<file path="config.mk">
export PLATFORM = sky130hd
export DESIGN_NAME = falu_issue_ctrl
export DESIGN_NICKNAME = d
export VERILOG_FILES = /design/src/rtl/falu_pkg.sv /design/src/rtl/falu_cmp.sv /design/src/rtl/falu_issue_ctrl.sv
export SDC_FILE = /design/constraint.sdc
export NUM_CORES = 1
export LEC_CHECK = 0
export CORE_AREA = 3 3 94 96
export CTS_CLUSTER_DIAMETER = 60
export DETAILED_ROUTE_END_ITERATION = 8
export DIE_AREA = 0 0 97 99
export DONT_BUFFER_PORTS = 1
export PLACE_DENSITY = 0.69
export SETUP_SLACK_MARGIN = 0.05
export SLEW_MARGIN = 40
export SYNTH_ARGS = -nofsm -noshare
export SYNTH_HDL_FRONTEND = slang
export SYNTH_HIERARCHICAL = 1
export SYNTH_SLANG_ARGS = --single-unit
</file>
<file path="constraint.sdc">
create_clock -name CLK -period 5.7 [get_ports CLK]
set_clock_uncertainty 0.15 [all_clocks]
set_input_delay 0.285 -clock CLK [delete_from_list [all_inputs] [get_ports CLK]]
set_output_delay 0.285 -clock CLK [all_outputs]
set_load 0.01 [all_outputs]
</file>
<file path="src/rtl/falu_pkg.sv">
// falu_pkg: shared definitions for the FALU issue controller.
//   - FALU opcodes (arithmetic 0-3, compares 4-6, OP_NONE parks the FALU)
//   - controller state encoding
//   - bit positions inside the 3-bit {exc,ovf,unf} flag vector
package falu_pkg;

  localparam logic [3:0] OP_ADD  = 4'd0;
  localparam logic [3:0] OP_SUB  = 4'd1;
  localparam logic [3:0] OP_MUL  = 4'd2;
  localparam logic [3:0] OP_DIV  = 4'd3;
  localparam logic [3:0] OP_FEQ  = 4'd4;
  localparam logic [3:0] OP_FLT  = 4'd5;
  localparam logic [3:0] OP_FLE  = 4'd6;
  localparam logic [3:0] OP_NONE = 4'hF;

  typedef enum logic [1:0] {
    IDLE = 2'd0,
    EXEC = 2'd1,
    DONE = 2'd2
  } state_e;

  localparam int FLG_EXC = 2;
  localparam int FLG_OVF = 1;
  localparam int FLG_UNF = 0;

  // Flag pattern reported for an illegal opcode or a NaN compare operand.
  localparam logic [2:0] FLAGS_INVALID = 3'b100;

  function automatic logic is_addsub(input logic [3:0] op);
    return (op == OP_ADD) || (op == OP_SUB);
  endfunction

  function automatic logic is_cmp(input logic [3:0] op);
    return (op == OP_FEQ) || (op == OP_FLT) || (op == OP_FLE);
  endfunction

endpackage

</file>
<file path="src/rtl/falu_cmp.sv">
// falu_cmp: combinational IEEE-754 single-precision compare.
// Ports:
//   a_i, b_i : operands
//   eq_o     : a == b (+0 equals -0), 0 if either operand is NaN
//   lt_o     : a <  b, 0 if either operand is NaN
//   nan_o    : either operand is a NaN
module falu_cmp (
  input  logic [31:0] a_i,
  input  logic [31:0] b_i,
  output logic        eq_o,
  output logic        lt_o,
  output logic        nan_o
);

  logic a_nan;
  logic b_nan;
  logic both_zero;

  assign a_nan     = (&a_i[30:23]) && (|a_i[22:0]);
  assign b_nan     = (&b_i[30:23]) && (|b_i[22:0]);
  assign both_zero = ~(|a_i[30:0]) && ~(|b_i[30:0]);
  assign nan_o     = a_nan || b_nan;
  assign eq_o      = !nan_o && ((a_i == b_i) || both_zero);

  // Sign/magnitude ordering: with equal signs the magnitude decides,
  // reversed for negatives. Signed zeros are excluded up front.
  always_comb begin
    lt_o = 1'b0;
    if (!nan_o && !both_zero) begin
      case ({a_i[31], b_i[31]})
        2'b10:   lt_o = 1'b1;
        2'b01:   lt_o = 1'b0;
        2'b00:   lt_o = a_i[30:0] < b_i[30:0];
        default: lt_o = b_i[30:0] < a_i[30:0];
      endcase
    end
  end

endmodule

</file>
<file path="src/rtl/falu_issue_ctrl.sv">
// falu_issue_ctrl: issues one FP request at a time to the combinational FALU,
// holds its operands stable for a per-op settle latency, then captures the
// result and flags into a response register. Accrues sticky flags.
//
// Optional feature macro: FALU_CMP_EN -- when defined, ops 4/5/6 (FEQ/FLT/FLE)
// are resolved by the internal falu_cmp on the registered operands with
// latency 1; when undefined they are illegal ops.
//
// Ports:
//   CLK, RESET               clock, synchronous active-high reset
//   flush                    cancel any in-flight op, no response
//   req_valid/ready/op/a/b/rd request handshake and payload
//   falu_a/b/op              operands/opcode driven to the FALU (held)
//   falu_result/exc/ovf/unf  FALU outputs
//   rsp_valid/ready/data/rd/flags  response handshake and payload
//   flags_sticky, flags_clr  accrued {exc,ovf,unf}, clear request
//   busy                     high while an op is executing or awaiting pickup
module falu_issue_ctrl
  import falu_pkg::*;
#(
  parameter int ADD_LAT = 2,
  parameter int MUL_LAT = 3,
  parameter int DIV_LAT = 6,
  parameter int CNT_W   = 4
) (
  input  logic        CLK,
  input  logic        RESET,
  input  logic        flush,
  input  logic        req_valid,
  output logic        req_ready,
  input  logic [3:0]  req_op,
  input  logic [31:0] req_a,
  input  logic [31:0] req_b,
  input  logic [4:0]  req_rd,
  output logic [31:0] falu_a,
  output logic [31:0] falu_b,
  output logic [3:0]  falu_op,
  input  logic [31:0] falu_result,
  input  logic        falu_exc,
  input  logic        falu_ovf,
  input  logic        falu_unf,
  output logic        rsp_valid,
  input  logic        rsp_ready,
  output logic [31:0] rsp_data,
  output logic [4:0]  rsp_rd,
  output logic [2:0]  rsp_flags,
  output logic [2:0]  flags_sticky,
  input  logic        flags_clr,
  output logic        busy
);

  if ((ADD_LAT < 1) || (MUL_LAT < 1) || (DIV_LAT < 1)) begin : g_bad_lat
    $error("falu_issue_ctrl: latency parameters must be >= 1");
  end
  if ((ADD_LAT >= (1 << CNT_W)) || (MUL_LAT >= (1 << CNT_W)) ||
      (DIV_LAT >= (1 << CNT_W))) begin : g_bad_cnt_w
    $error("falu_issue_ctrl: CNT_W too narrow for the latency parameters");
  end

  function automatic logic op_legal(input logic [3:0] op);
`ifdef FALU_CMP_EN
    return op <= OP_FLE;
`else
    return op <= OP_DIV;
`endif
  endfunction

  function automatic logic [CNT_W-1:0] op_lat(input logic [3:0] op);
    case (op)
      OP_ADD, OP_SUB: return CNT_W'(ADD_LAT);
      OP_MUL:         return CNT_W'(MUL_LAT);
      OP_DIV:         return CNT_W'(DIV_LAT);
      default:        return CNT_W'(1);
    endcase
  endfunction

  state_e           state_q, state_d;
  logic [CNT_W-1:0] cnt_q, cnt_d;
  logic [31:0]      a_q, a_d;
  logic [31:0]      b_q, b_d;
  logic [3:0]       op_q, op_d;
  logic [4:0]       rd_q, rd_d;
  logic [31:0]      data_q, data_d;
  logic [2:0]       rflags_q, rflags_d;
  logic             rvalid_q, rvalid_d;
  logic [2:0]       sticky_q, sticky_d;

  logic [31:0]      cap_data;
  logic [2:0]       cap_flags;

`ifdef FALU_CMP_EN
  logic cmp_eq;
  logic cmp_lt;
  logic cmp_nan;

  falu_cmp u_cmp (
    .a_i   (a_q),
    .b_i   (b_q),
    .eq_o  (cmp_eq),
    .lt_o  (cmp_lt),
    .nan_o (cmp_nan)
  );
`endif

  // Value captured at the end of EXEC. Add/sub cannot legitimately report
  // over/underflow from this FALU, so those bits are masked.
  always_comb begin
    cap_data  = falu_result;
    cap_flags = {falu_exc, falu_ovf, falu_unf};
    if (is_addsub(op_q)) begin
      cap_flags[FLG_OVF] = 1'b0;
      cap_flags[FLG_UNF] = 1'b0;
    end
`ifdef FALU_CMP_EN
    if (is_cmp(op_q)) begin
      cap_flags = cmp_nan ? FLAGS_INVALID : 3'b000;
      case (op_q)
        OP_FEQ:  cap_data = {31'd0, cmp_eq};
        OP_FLT:  cap_data = {31'd0, cmp_lt};
        default: cap_data = {31'd0, cmp_lt | cmp_eq};
      endcase
    end
`endif
  end

  always_comb begin
    state_d  = state_q;
    cnt_d    = cnt_q;
    a_d      = a_q;
    b_d      = b_q;
    op_d     = op_q;
    rd_d     = rd_q;
    data_d   = data_q;
    rflags_d = rflags_q;
    rvalid_d = rvalid_q;
    // Clear first; a same-cycle accrual below ORs onto the cleared value.
    sticky_d = flags_clr ? 3'b000 : sticky_q;

    if (flush) begin
      state_d  = IDLE;
      cnt_d    = '0;
      op_d     = OP_NONE;
      rvalid_d = 1'b0;
    end else begin
      case (state_q)
        IDLE: begin
          if (req_valid) begin
            a_d  = req_a;
            b_d  = req_b;
            op_d = req_op;
            rd_d = req_rd;
            if (op_legal(req_op)) begin
              cnt_d   = op_lat(req_op);
              state_d = EXEC;
            end else begin
              data_d   = '0;
              rflags_d = FLAGS_INVALID;
              rvalid_d = 1'b1;
              state_d  = DONE;
            end
          end
        end
        EXEC: begin
          cnt_d = cnt_q - CNT_W'(1);
          if (cnt_q == CNT_W'(1)) begin
            data_d   = cap_data;
            rflags_d = cap_flags;
            rvalid_d = 1'b1;
            state_d  = DONE;
          end
        end
        DONE: begin
          if (rsp_ready) begin
            rvalid_d = 1'b0;
            op_d     = OP_NONE;
            state_d  = IDLE;
            sticky_d = sticky_d | rflags_q;
          end
        end
        default: state_d = IDLE;
      endcase
    end
  end

  always_ff @(posedge CLK) begin
    if (RESET) begin
      state_q  <= IDLE;
      cnt_q    <= '0;
      a_q      <= '0;
      b_q      <= '0;
      op_q     <= OP_NONE;
      rd_q     <= '0;
      data_q   <= '0;
      rflags_q <= '0;
      rvalid_q <= 1'b0;
      sticky_q <= '0;
    end else begin
      state_q  <= state_d;
      cnt_q    <= cnt_d;
      a_q      <= a_d;
      b_q      <= b_d;
      op_q     <= op_d;
      rd_q     <= rd_d;
      data_q   <= data_d;
      rflags_q <= rflags_d;
      rvalid_q <= rvalid_d;
      sticky_q <= sticky_d;
    end
  end

  assign req_ready    = (state_q == IDLE) && !flush;
  assign busy         = (state_q != IDLE);
  assign falu_a       = a_q;
  assign falu_b       = b_q;
  assign falu_op      = op_q;
  assign rsp_valid    = rvalid_q;
  assign rsp_data     = data_q;
  assign rsp_rd       = rd_q;
  assign rsp_flags    = rflags_q;
  assign flags_sticky = sticky_q;

endmodule

</file>
### Word level (Yosys, flattened, before mapping)

Index checks and enable logic that the tools add are counted.

* register bits: 118
* bits of input ports: 114
* output and inout bits: 114

* add/subtract/negate cells: 1
* magnitude comparators: 1
* equality and inequality tests: 12
* multiplexer cells: 30
* bitwise gates (word level): 2
* reductions and logical operators: 18

Operators by type and width (count)
* 32-bit two-way mux: 3
* 32-bit one-hot mux with 2 select lines: 1
* 3-bit two-way mux: 7
* 4-bit two-way mux: 4
* 4-bit one-hot mux with 2 select lines: 2
* 4-bit by 1-bit == test with 1-bit output, second input constant: 3
* 3-bit AND reduction: 4
* 2-bit two-way mux: 5
* 2-bit != test, second input constant: 5
* 5-bit AND reduction: 2
* 3-bit one-hot mux with 3 select lines: 1
* 4-bit by 2-bit == test with 1-bit output, second input constant: 2
* 4-bit logical NOT: 2
* 2-bit one-hot mux with 3 select lines: 1
* 3-bit one-hot mux with 2 select lines: 1
* 2-bit nonzero test: 3
* 4-bit by 2-bit <= comparator with 1-bit output, second input constant: 1
* 1-bit two-way mux: 4
* 2-bit OR reduction: 2
* 4-bit by 1-bit subtractor with 4-bit output, second input constant: 1
* 3-bit bitwise OR: 1
* 1-bit one-hot mux with 3 select lines: 1
* 3-bit nonzero test: 1
* 2-bit by 1-bit == test with 1-bit output, second input constant: 1
* 6 further kinds: 6

### Longest topological paths before layout

Gate-level depths: netlist (run 1).

* depth in word-level cells: 6
* gate-level depth with buffers: 8
* mapped depth without buffers: 6

### Worst setup path after synthesis (run 1)

No wires, ideal clock.

* path type: register to register
* start point: register cnt_q[0]
* end point: register rflags_q[1] (netlist: rsp_flags[1])
* data arrival time: 1.844 ns
* data required time: 5.434 ns
* setup slack: 3.590 ns
* cell stages (with the launch flop): 7
* path buffers: 1
* clock period less this slack: 2.110 ns
* cells stage by stage: dfxtp_1 ha_1 or3b_1 a2111oi_4 buf_4 nor3b_1 a31o_2

* word-level cells in the longest chain between the ends: 3

Ends and longest elaborated chain
* start, declared: RTL line falu_issue_ctrl.sv:78 `logic [CNT_W-1:0] cnt_q, cnt_d;`
* start signal, assigned: RTL line falu_issue_ctrl.sv:199 `cnt_q <= cnt_d;`
* 4-bit by 1-bit == test with 1-bit output: RTL line falu_issue_ctrl.sv:165 `if (cnt_q == CNT_W'(1)) begin`
* 2-bit != test (no line)
* 5-bit AND reduction (no line)
* end signal, assigned: RTL line falu_issue_ctrl.sv:205 `rflags_q <= rflags_d;`
* end, declared: RTL line falu_issue_ctrl.sv:84 `logic [2:0] rflags_q, rflags_d;`

No other way between the ends.
A chain may end at the register's enable or synchronous reset.

### Worst setup path after layout (run 1)

* start point: register state_q[1]
* end point: register cnt_q[2]

* word-level cells in the longest chain between the ends: 3
* elaborated cells on any way between the ends: 7
* those cells by class: 3 x eq/ne; 1 x mux; 3 x reduce/logical

Ends and longest elaborated chain
* start, declared: RTL line falu_issue_ctrl.sv:77 `state_e state_q, state_d;`
* start signal, assigned: RTL line falu_issue_ctrl.sv:198 `state_q <= state_d;`
* 2-bit by 1-bit == test with 1-bit output or 2-bit logical NOT (tied branches): RTL line falu_issue_ctrl.sv:145 `case (state_q)`
* 2-bit nonzero test (no line) or 2-bit != test (tied branches)
* 3-bit AND reduction (no line)

Parallel ways exist; a longest one is shown, timed or not.

==> results of run 1 <==
-- layout by cell type (no fill, tap or decap), types with 5 or more instances in the layout --
cell / count
a21oi_1: 74
clkbuf_16: 16
dfxtp_1: 118
dlygate4sd3_1: 115
nand2_1: 144
nand2b_1: 32
nand3_1: 32
nor2_1: 16
nor2b_1: 5
nor4_1: 5
o21ai_0: 37
-- routing by layer --
layer,global-route usage,vias up,routed length (microns)
li1,-,2007,-
met1,0.3080,1945,4941
met2,0.4650,211,6762
met3,0.1203,20,1315
met4,0.09179,0,232
met5,0,-,0
-- sequential cells by signal (all words and copies together) (netlist names) --
| register | cells |
|---|---|
| falu_b | 32 |
| rsp_valid | 1 |
| cnt_q | 4 |
| flags_sticky | 3 |
| state_q | 2 |
| rsp_flags | 3 |
| falu_a | 32 |
| falu_op | 4 |
| rsp_rd | 5 |
| rsp_data | 32 |
-- cell usage after synthesis, drive strengths merged, types with 2 or more instances --
cell,count,area [sq um]
or3b,2,17.52
ha,2,25.02
nand3b,2,15.01
nor2b,5,31.28
a31o,2,17.52
clkbuf,34,127.6
nor2,16,60.06
nor4b,2,17.52
o21ai,37,185.2
dfxtp,118,2362
a21oi,74,370.4
nand2b,32,200.2
nor4,5,31.28
buf,7,37.54
a2111oi,3,45.05
inv,4,15.01
or2,3,18.77
nor3b,2,15.01
nand3,32,160.2
nand2,145,544.3
nor3,5,25.02
-- final timing paths --
check        startpoint  cells after the start  slack, ps         end
max          state_q[1]                      6       2690    cnt_q[2]
min reg2reg  falu_b[13]                      2        350  falu_b[13]
min               RESET                      2         20  state_q[1]
max reg2reg  state_q[1]                      6       2690    cnt_q[2]
-- critical path, stage by stage, from the launching register on --
cell           delay [ps]
dfxtp_1               480
nor4_1                690
dlygate4sd3_1         640
nand2_1                80
a32oi_1               210
nor3_1                 60
dlygate4sd3_1         570
-- report_power, final --
part	leakage [nW]	switching (mW)	internal, mW
Clock	0.282	0.357	0.686
Combinational	0.985	0.0805	0.0834
Sequential	0.959	0.0356	0.853
-- through the flow --
step                      power (mW)    util  hold WS, ps
after floorplan               0.9784       -        214.3
after global placement        0.9832  0.5416        215.7
after detailed placement      0.9873  0.5424        216.9
after CTS                      2.104  0.7588       0.6737
after global routing           2.168  0.7588        35.64
final                          2.096  0.7591        15.13
-- repair_timing --
action,in CTS,in global routing
resized for setup,0,0
hold buffers,116,0
hold endpoints to repair,118,0
-- kinds of logic after synthesis --
group / count (synthesis) / synth area share
simple gates: 254 / 0.2624
compound gates: 122 / 0.1519
flops: 118 / 0.5350
buf+inv: 45 / 0.04080
fa+ha+maj: 2 / 0.005666
xor+xnor: 1 / 0.001984
mux: 1 / 0.002267
-- area by class of cell --
| type | instances | area [sq um] |
|---|---|---|
| flip-flops and latches | 118 | 2362 |
| inverters | 4 | 15.01 |
| repair buffers | 118 | 1194 |
| multi-input cells | 380 | 1888 |
| diodes | 1 | 2.502 |
| fillers | 561 | 1959 |
| clock buffers | 23 | 456.7 |
| well taps | 105 | 131.4 |
| clock inverters | 9 | 125.1 |
==> flow_metrics.env, run 1 <==
export IMPL_track_usage=0.2735
export IMPL_clk_pin_slew_worst_paths_ps=60
export IMPL_synth_area_sq_um=4415
export IMPL_gp_congestion=0.8064
export IMPL_area_growth_pct=39.84
export IMPL_clock_latency_ps=500
export IMPL_synth_seq_area_share=0.5350
export IMPL_drtPass1Iterations=5
export IMPL_min_period_over_period=0.5275
export IMPL_setup_slack_ps=2693
export IMPL_pre_cts_ws_ps=3256
export IMPL_final_cell_count_no_fill=758
export IMPL_synth_seq_cells=118
export IMPL_die_h_microns=99
export IMPL_async_flop_share=0
export IMPL_die_w_microns=97
export IMPL_cellLeakagePower_nw=2.226
export IMPL_wl_per_cell_microns=17.48
export IMPL_tns_ps=0
export IMPL_io_buffers=0
export IMPL_synth_warning_count=6
export IMPL_synth_ff_type="dfxtp_1"
export IMPL_coreArea_sq_um=8134
export IMPL_final_max_slew_viol_count=0
export IMPL_post_cts_buffers=0
export IMPL_cts_root_buf="clkbuf_8"
export IMPL_synth_edf_count=0
export IMPL_first_iter_violations=164
export IMPL_ir_drop_uv=242.3
export IMPL_cp_required_ps=5930
export IMPL_worst_setup_path_start_kind="flop"
export IMPL_cts_max_path_buffers=2
export IMPL_fp_row_count=33
export IMPL_ys_types=35
export IMPL_slew_headroom=0.4861
export IMPL_drt_vias_per_instance=5.518
export IMPL_cts_max_level=4
export IMPL_grt_max_degree=114
export IMPL_postSynthNetCount=659
export IMPL_synth_avg_cell_area_sq_um=8.132
export IMPL_syn_inst=543
export IMPL_grt_remaining_overflow=0
export IMPL_powerDensity_nw_per_um2=339.4
export IMPL_cp_arrival_ps=3240
export IMPL_tightestPinTransition_ps=764.9
export IMPL_drc=0
export IMPL_drive_gt1_frac=0.06288
export IMPL_max_cap_violations=0
export IMPL_grt_pass1_vias=4201
export IMPL_critPathKind="flop to flop"
export IMPL_routed_wl_mm=13.25
export IMPL_initial_core_util=0.5428
export IMPL_nets=755
export IMPL_antenna_found_initial=0
export IMPL_critPathMaxFanout=18
export IMPL_drt_antenna_violating_nets=0
export IMPL_rsz0062_at_grt="false"
export IMPL_cts_tree="built"
export IMPL_numCtsBuffers=17
export IMPL_setup_violations=0
export IMPL_cts_sinks=118
export IMPL_period_needed_ps=3007
export IMPL_die_area_sq_um=9603
export IMPL_hold_viol=0
export IMPL_grt_pass1_wl_mm=21.20
export IMPL_io_pins=228
export IMPL_finalInstanceArea_sq_um=6175
export IMPL_cp_end_kind="flop"
export IMPL_status="complete, no violations"
export IMPL_dpl_cell_area_sq_um=4412
export IMPL_hpwl_mm=7.271
export IMPL_fmax_ghz=0.3326
export IMPL_vias=4183
export IMPL_placed_cells=609
export IMPL_hold_path_class="primary input to flop"
Note: power is estimated with default switching activity, not from simulation.
==> inputs of run 2 (changes only) <==
clock period = 2.93 ns   (was 5.7 ns; I/O delays follow)
==> run 2 against run 1 <==
Net effect:
- the flow now stops in 4_1_cts
- synthesized cell count is the same
- area after synthesis did not move
==> flow_metrics.env, run 2 <==
export IMPL_synth_seq_cells=118
export IMPL_io_pins=228
export IMPL_synth_area_leader_cell="dfxtp_1"
export IMPL_syn_inst=543
export IMPL_synth_ff_type="dfxtp_1"
export IMPL_cts_max_level=4
export IMPL_die_w_microns=97
export IMPL_initial_core_util=0.5428
export IMPL_synthTopCellsByArea="dfxtp_1, nand2_1, a21oi_1"
export IMPL_synth_top_cell_area_share=0.5350
export IMPL_synth_avg_cell_area_sq_um=8.132
export IMPL_synth_edf_count=0
export IMPL_cts_sinks=118
export IMPL_ys_types=35
export IMPL_io_buffers=0
export IMPL_post_cts_buffers=0
export IMPL_ctsHoldBuffers=129
export IMPL_ys_top_cells_by_count="nand2_1, dfxtp_1, a21oi_1, o21ai_0, clkbuf_1"
export IMPL_yosysMostFrequentCell="nand2_1"
export IMPL_synth_warning_count=6
export IMPL_gp_congestion=0.8462
export IMPL_cts_max_path_buffers=2
export IMPL_lastStage="4_1_cts"
export IMPL_cts_resized=0
export IMPL_postSynthNetCount=659
export IMPL_numCtsBuffers=17
export IMPL_synth_area_sq_um=4415
export IMPL_status="did not finish"
export IMPL_die_h_microns=99
export IMPL_hpwl_mm=7.283
export IMPL_fp_row_count=33
export IMPL_synth_seq_area_share=0.5350
export IMPL_error="[ERROR RSZ-0060] Max buffer count reached."
export IMPL_async_flop_share=0
export IMPL_cts_root_buf="clkbuf_8"
## run 2: cell families after synthesis
group	Yosys count	synth area share
fa+ha+maj	2	0.005666
flops	118	0.5350
buf+inv	45	0.04080
mux	1	0.002267
simple gates	254	0.2624
xor+xnor	1	0.001984
compound gates	122	0.1519
## run 2: stage by stage
step / worst slack (ps) / cell area (sq um) / std cells / hold WS (ps)
after global placement: 677.6 / 4453 / 612 / 77.77
after detailed placement: 678.2 / 4454 / 612 / 81.77
after floorplan: 819.7 / 4415 / 543 / 75.81
==> inputs of run 3 (changes only) <==
CORE_AREA = 3 3 110 112   (was 3 3 94 96)
CTS_CLUSTER_DIAMETER = default   (was 60)
DIE_AREA = 0 0 113 115   (was 0 0 97 99)
PLACE_DENSITY = default   (was 0.69)
PLACE_DENSITY_LB_ADDON = 0.15   (was default)
SETUP_SLACK_MARGIN = default   (was 0.05)
==> run 3 against run 2 <==
Net effect:
- the run now ends clean
==> flow_metrics.env, run 3 (synthesized netlist as in run 1, its figures left out) <==
export IMPL_clk_pin_slew_worst_paths_ps=50
export IMPL_antenna_found_initial=0
export IMPL_critPathTopFamily="buffers and inverters"
export IMPL_fp_row_count=39
export IMPL_critPathKind="flop to flop"
export IMPL_first_iter_violations=343
export IMPL_worst_setup_path_start_kind="flop"
export IMPL_setup_slack_ps=294.0
export IMPL_setup_violations=0
export IMPL_grt_remaining_overflow=0
export IMPL_grt_pass1_vias=4065
export IMPL_period_needed_ps=2636
export IMPL_cp_required_ps=3120
export IMPL_final_max_slew_viol_count=0
export IMPL_crit_slowest_cell="dfxtp_1"
export IMPL_gp_congestion=0.7378
export IMPL_cp_cell_sequence="nor4bb_2 > a21oi_1 > dlygate4sd3_1 > nor2_1 > dlygate4sd3_1"
export IMPL_crit_top_cell="dlygate4sd3_1"
export IMPL_layout_common_cells="nand2_1, dfxtp_1, dlygate4sd3_1"
export IMPL_pre_cts_ws_ps=511.0
export IMPL_worst_path_buf_inv=2
export IMPL_drt_vias_per_instance=5.183
export IMPL_max_cap_violations=0
export IMPL_hold_viol=0
export IMPL_area_growth_pct=43.50
export IMPL_cts_tree="built"
export IMPL_track_usage=0.1935
export IMPL_routed_wl_mm=12.84
export IMPL_final_seq_area_sq_um=2362
export IMPL_drt_antenna_violating_nets=0
export IMPL_coreArea_sq_um=11320
export IMPL_status="complete, no violations"
export IMPL_hold_path_class="primary input to flop"
export IMPL_whs_ps=9.021
export IMPL_cp_arrival_ps=2820
export IMPL_tightestPinTransition_ps=771.5
export IMPL_critPathMaxFanout=18
export IMPL_numCtsBuffers=17
export IMPL_powerDensity_nw_per_um2=665.3
export IMPL_multiInputGateArea_sq_um=1888
export IMPL_final_util=0.5597
export IMPL_die_area_sq_um=13000
export IMPL_ir_drop_uv=320.9
export IMPL_grt_max_degree=113
export IMPL_fillers=982
export IMPL_slew_headroom=0.4857
export IMPL_diodes=0
export IMPL_hpwl_mm=7.751
export IMPL_cp_end_kind="flop"
export IMPL_tns_ps=0
export IMPL_cellLeakagePower_nw=2.277
export IMPL_slowest_delay_ps=650
export IMPL_fmax_ghz=0.3794
export IMPL_die_w_microns=113
export IMPL_drtPass1Iterations=4
export IMPL_io_pins=228
export IMPL_grt_pass1_wl_mm=20.33
export IMPL_vias=4157
export IMPL_cts_sinks=118
export IMPL_die_h_microns=115
export IMPL_cts_max_path_buffers=2
export IMPL_post_cts_buffers=0
export IMPL_clock_latency_ps=400
export IMPL_initial_core_util=0.3900
export IMPL_io_buffers=0
export IMPL_drc=0
export IMPL_nets=762
export IMPL_min_period_over_period=0.8997
export IMPL_wl_per_cell_microns=16.00
export IMPL_drive_gt1_frac=0.07739
export IMPL_cts_root_buf="clkbuf_16"
export IMPL_cts_max_level=4
export IMPL_final_common_cell="nand2_1"
export IMPL_rsz0062_at_grt="false"
==> run 3: through the flow <==
stage	area, sq um	total power [mW]	cells
finish	6336	4.216	802
global route	6336	4.374	802
CTS	6330	4.258	802
detailed placement	4503	1.933	652
global placement	4503	1.925	652
floorplan	4415	1.903	543
==> run 3: repair_timing <==
action	4_1_cts	5_1_grt
hold endpoints to repair	118	0
setup endpoints to repair	0	1
gates resized for setup	0	1
hold buffers	118	0
==> run 3: area by class of cell <==
| class | count | area share |
|---|---|---|
| Inverter | 4 | 0.002370 |
| Clock buffer | 21 | 0.07583 |
| Timing Repair Buffer | 125 | 0.1994 |
| Sequential cell | 118 | 0.3728 |
| Clock inverter | 11 | 0.02330 |
| Tap cell | 143 | 0.02824 |
| Multi-Input combinational cell | 380 | 0.2980 |
==> run 3: where the power goes <==
group / internal (mW) / switching (mW)
registers: 1.66 / 0.0678
clock network: 1.43 / 0.734
logic: 0.168 / 0.158
==> run 3: worst register-to-register path, stage by stage, from the launching register on <==
cell and delay (ps):
dfxtp_1 650, nor4bb_2 470, a21oi_1 120, dlygate4sd3_1 570, nor2_1 80, dlygate4sd3_1 550
==> run 3: worst paths after layout <==
kind,startpoint,end,slack [ps],cells after the start
max,state_q[1],flags_sticky[0],290,5
min,RESET,state_q[1],9,2
max reg2reg,state_q[1],flags_sticky[0],290,5
min reg2reg,falu_a[16],falu_a[16],350,2
==> run 3: routing by layer <==
metal | global-route usage | part of all wire | routed length (microns)
met5 | 0 | 0 | 0
met2 | 0.3152 | 0.50 | 6360
met3 | 0.07737 | 0.094 | 1209
met4 | 0.08333 | 0.019 | 240
met1 | 0.2269 | 0.39 | 5026
